$ cat config.mk
export PLATFORM = sky130hd
export DESIGN_NAME = down_cnt4_rle
export DESIGN_NICKNAME = d
export VERILOG_FILES = /design/src/rtl/down_cnt4_rle_pkg.sv /design/src/rtl/down_cnt4_rle.sv
export SDC_FILE = /design/constraint.sdc
export NUM_CORES = 1
export LEC_CHECK = 0
export ABC_CLOCK_PERIOD_IN_PS = 1900
export CAP_MARGIN = 30
export CORE_AREA = 2 2 39 41
export DETAILED_ROUTE_END_ITERATION = 16
export DIE_AREA = 0 0 41 43
export GPL_TIMING_DRIVEN = 1
export PLACE_DENSITY = 0.63
export SYNTH_ARGS = -nofsm -noshare
export SYNTH_HDL_FRONTEND = slang
export SYNTH_SLANG_ARGS = --single-unit
$ cat constraint.sdc
create_clock -name clk -period 1.9 [get_ports clk]
set_input_delay 0.285 -clock clk [delete_from_list [all_inputs] [get_ports clk]]
set_output_delay 0.285 -clock clk [all_outputs]
set_load 0.03 [all_outputs]
$ cat src/rtl/down_cnt4_rle_pkg.sv
// rtl/down_cnt4_rle_pkg.sv - shared width constant and FSM state type for the down counter
package down_cnt4_rle_pkg;

    localparam int DEFAULT_WIDTH = 4;

    typedef enum logic {
        RUN  = 1'b0,
        HALT = 1'b1
    } state_t;

endpackage

$ cat src/rtl/down_cnt4_rle.sv
// rtl/down_cnt4_rle.sv - cascadable down counter with reload register and one-shot halt
module down_cnt4_rle
    import down_cnt4_rle_pkg::*;
#(
    parameter int WIDTH = DEFAULT_WIDTH
) (
    input  logic             clk,
    input  logic             R,
    input  logic             ce,
    input  logic             L,
    input  logic [WIDTH-1:0] di,
    input  logic             mode,
    output logic [WIDTH-1:0] Q,
    output logic             TC,
    output logic             CEO,
    output logic             done
);

    state_t           state;
    state_t           state_n;
    logic [WIDTH-1:0] cnt;
    logic [WIDTH-1:0] cnt_n;
    logic [WIDTH-1:0] rld;
    logic [WIDTH-1:0] rld_n;
    logic             done_r;
    logic             done_n;

    // State register: reset wins over everything, otherwise take the computed next state.
    always_ff @(posedge clk) begin
        if (!R) begin
            cnt    <= '0;
            rld    <= '1;
            state  <= RUN;
            done_r <= 1'b0;
        end else begin
            cnt    <= cnt_n;
            rld    <= rld_n;
            state  <= state_n;
            done_r <= done_n;
        end
    end

    // Next state: load beats count; counting only in RUN; mode matters only at the zero event.
    always_comb begin
        state_n = state;
        cnt_n   = cnt;
        rld_n   = rld;
        done_n  = done_r;
        if (L) begin
            cnt_n   = di;
            rld_n   = di;
            state_n = RUN;
            done_n  = 1'b0;
        end else if (ce && (state == RUN)) begin
            if (cnt != '0) begin
                cnt_n = cnt - WIDTH'(1);
            end else if (!mode) begin
                cnt_n = rld;
            end else begin
                state_n = HALT;
                done_n  = 1'b1;
            end
        end
    end

    // Outputs: terminal count and cascade enable are combinational so the next stage sees them this cycle.
    always_comb begin
        Q    = cnt;
        done = done_r;
        TC   = (cnt == '0);
        CEO  = ce & TC & (state == RUN);
    end

endmodule

==> summary.txt <==
Timing
  – Slew @ Worst Pin: 0.460 ns
  – WHS: 0.474 ns
  – Hold Violations, Final: 0
  – Tcrit/Tclk final: 91.9%
  – Final Critical Period: 1.75 ns
  – Worst setup margin: 0.155 ns
  – Final Skew: 0.00441 ns
  – Slew Limit Fails: 0
  – Max_slew headroom: 69.2%
  – Final setup vio count: 0
  – Fmax: 573 MHz
  – TNS Setup: 0 ns
  – RSZ-0062 raised after global routing: false

Clock network
  – H-tree Lvls: 1
  – Hold_buf cts: 0
  – Clk sinks: 9
  – Num CTS Buffers: 3
  – Worst-path clk slew: 0.06 ns
  – CTS tree: done
  – Worst skew pair latency: 0.27 ns
  – CTS Buffer Depth: 2
  – CTS root buffer: clkbuf_4

Logic synthesis
  – Post-Synthesis Cells: 56
  – Largest cells by area after synthesis: dfxtp_1 38%, nand2b_1 6.5%, a21oi_1 4.2%, o21ai_0 4.2%, a31oi_1 3.9%
  – Netlist Area Pre-Place: 478 um2
  – Syn avg cell area: 8.53 um2
  – Post-synth top area share: 37.7%
  – Ys Warns: 0
  – Sequential share of the synthesized area: 37.7%
  – Yosys top cell by area: dfxtp_1
  – Net Count, Synth: 66
  – Cell variety after synth: 28
  – FF+latch count, synth: 9

Critical path
  – Worst r2r src: Q[1]
  – RR Endpoint: Q[0]
  – CP endpoint kind: output port
  – Critical Path RT: 1.62 ns
  – Critical Path Source Type: flip-flop
  – Max FO, Critical Path: 5
  – Reg2reg path depth: 7
  – Flop2flop setup slack: 0.17 ns
  – Worst Path Arrival: 1.46 ns
  – Critical path class: reg -> out

Place
  – I/O Buffers: 15
  – Post-Place Worst Slack: 0.230 ns
  – GPL Wtd Cong: 0.721
  – Post-detail-place hpwl: 769 um

Floorplanning
  – Core ar.: 1380 um2
  – Initial Util: 34.5%
  – I/O pin count: 16
  – Die width: 41 um
  – Die H: 43 um
  – Die area: 1760 um2
  – FP Rows: 14

Routing
  – Routed len/inst: 11.8 um
  – Residual DRC: 0
  – Via-to-Cell Ratio: 5.29
  – Total wire length: 1090 um
  – Final ANT Viol Nets: 0
  – Initial DRC count: 7
  – DR vias: 487
  – First drt pass iteration count: 4

Global route
  – Largest net degree at the start of global routing: 16
  – Vias in the first global route: 461
  – GRT overflow: 0
  – Antenna violations before repair: 0
  – Aggregate global-route resource usage: 16.1%
  – First-pass GRT wire length: 1880 um

Worst hold path
  – Launch point of the worst hold path: rld[3]
  – End of the worst hold path: rld[3]
  – Worst hold stages: 2
  – Worst hold path class: reg -> reg

Finish
  – Area of the multi-input gates: 279 um2
  – Final nets: 87
  – Fill count: 144
  – Share of layout cells above drive strength 1: 18.4%
  – Area growth from synthesis to layout: 42.7%
  – FF+latch area: 181 um2
  – Antenna Cells: 0
  – Fin util: 49.3%

Pwr
  – Pleak: 0.270 nW
  – Peak supply drop: 0.337 mV
  – PD cells: 784 nW/um2

Job
  – Maxcap violations: 0

Status
  – Status: completed
sequential cells by signal (all words and copies together), names as in the netlist:
name,flops
rld,4
Q,4
done,1
routing by layer:
layer	GRT usage, %	vias up	share of wire, %
met1	18.6	225	45
met5	0	-	0
met3	3.14	5	4.2
li1	-	245	-
met2	24.7	12	46
met4	12.0	0	4.2
cell usage after synthesis:
cell type and count:
dfxtp_1 9, nand2_1 5, nand2b_1 5, a21oi_1 4, inv_1 4, o21ai_0 4, a31oi_1 3, nor2_1 2
a2111oi_1 1, a211o_1 1, a21o_2 1, and2_2 1, and3_1 1, and3b_2 1, clkbuf_1 1, ha_1 1
nand3_1 1, nand3b_1 1, nor2_2 1, nor3_1 1, nor3b_4 1, nor4b_1 1, o211ai_1 1, o21bai_1 1
o311ai_0 1, o31ai_1 1, or2b_1 1, or2b_2 1
worst max path at each step:
stage,start,to,slack (ns),cells past startpoint
floorplan,Q[0],CEO,0.01,4
global placement,Q[1],CEO,0.24,5
detailed placement,Q[1],Q[0],0.23,6
CTS,Q[1],Q[0],0.10,7
global route,Q[1],CEO,0.04,5
finish,Q[1],CEO,0.15,5
through the flow:
| stage | power (mW) | instances | instance area, um2 |
|---|---|---|---|
| floorplan | 0.314 | 56 | 478 |
| global placement | 0.375 | 87 | 647 |
| detailed placement | 0.375 | 87 | 647 |
| CTS | 0.537 | 92 | 681 |
| global route | 0.565 | 92 | 682 |
| finish | 0.534 | 92 | 682 |
worst max-delay path: stages (launching register included):
cell and delay, ns:
dfxtp_2 0.34, inv_1 0.05, ha_1 0.21, nor3b_4 0.24
and3b_2 0.20, buf_4 0.15
final cells by class:
class / count / area share (%)
Multi-Input combinational cell: 42 / 40.9
Tap cell: 16 / 2.94
Sequential cell: 9 / 26.6
Inverter: 4 / 2.20
Timing Repair Buffer: 17 / 23.5
Clock buffer: 4 / 3.85
layout by cell type (no fill, tap or decap), drive strengths merged, types with 2 or more instances in the layout:
master	netlist	final
clkdlybuf4s50	0	13
nor2	3	3
a21oi	4	4
or2b	2	2
buf	0	4
dfxtp	9	9
clkbuf	1	4
inv	4	4
o21ai	4	4
nand2b	5	5
nand2	5	5
a31oi	3	3
report_power, final:
| group | internal, mW | leakage, nW | switching (mW) |
|---|---|---|---|
| registers | 0.202 | 0.0748 | 0.0129 |
| clock network | 0.0814 | 0.0150 | 0.0773 |
| logic | 0.0795 | 0.181 | 0.0808 |
| total | 0.363 | 0.270 | 0.171 |
kinds of logic after synthesis:
logic type | Yosys count | share of synthesized area (%)
AO/OA/AOI/OAI | 18 | 24.6
buffers and inverters | 5 | 3.93
AND/OR/NAND/NOR | 23 | 31.2
flip-flops | 9 | 37.7
adder cells (fa/ha/maj) | 1 | 2.62
repair_timing:
action                                  4_1_cts  5_1_grt
setup buffers                                 1        0
resized for setup                             0        1
endpoints found under the setup margin        1        1
Power figures use the tool's default switching activity.
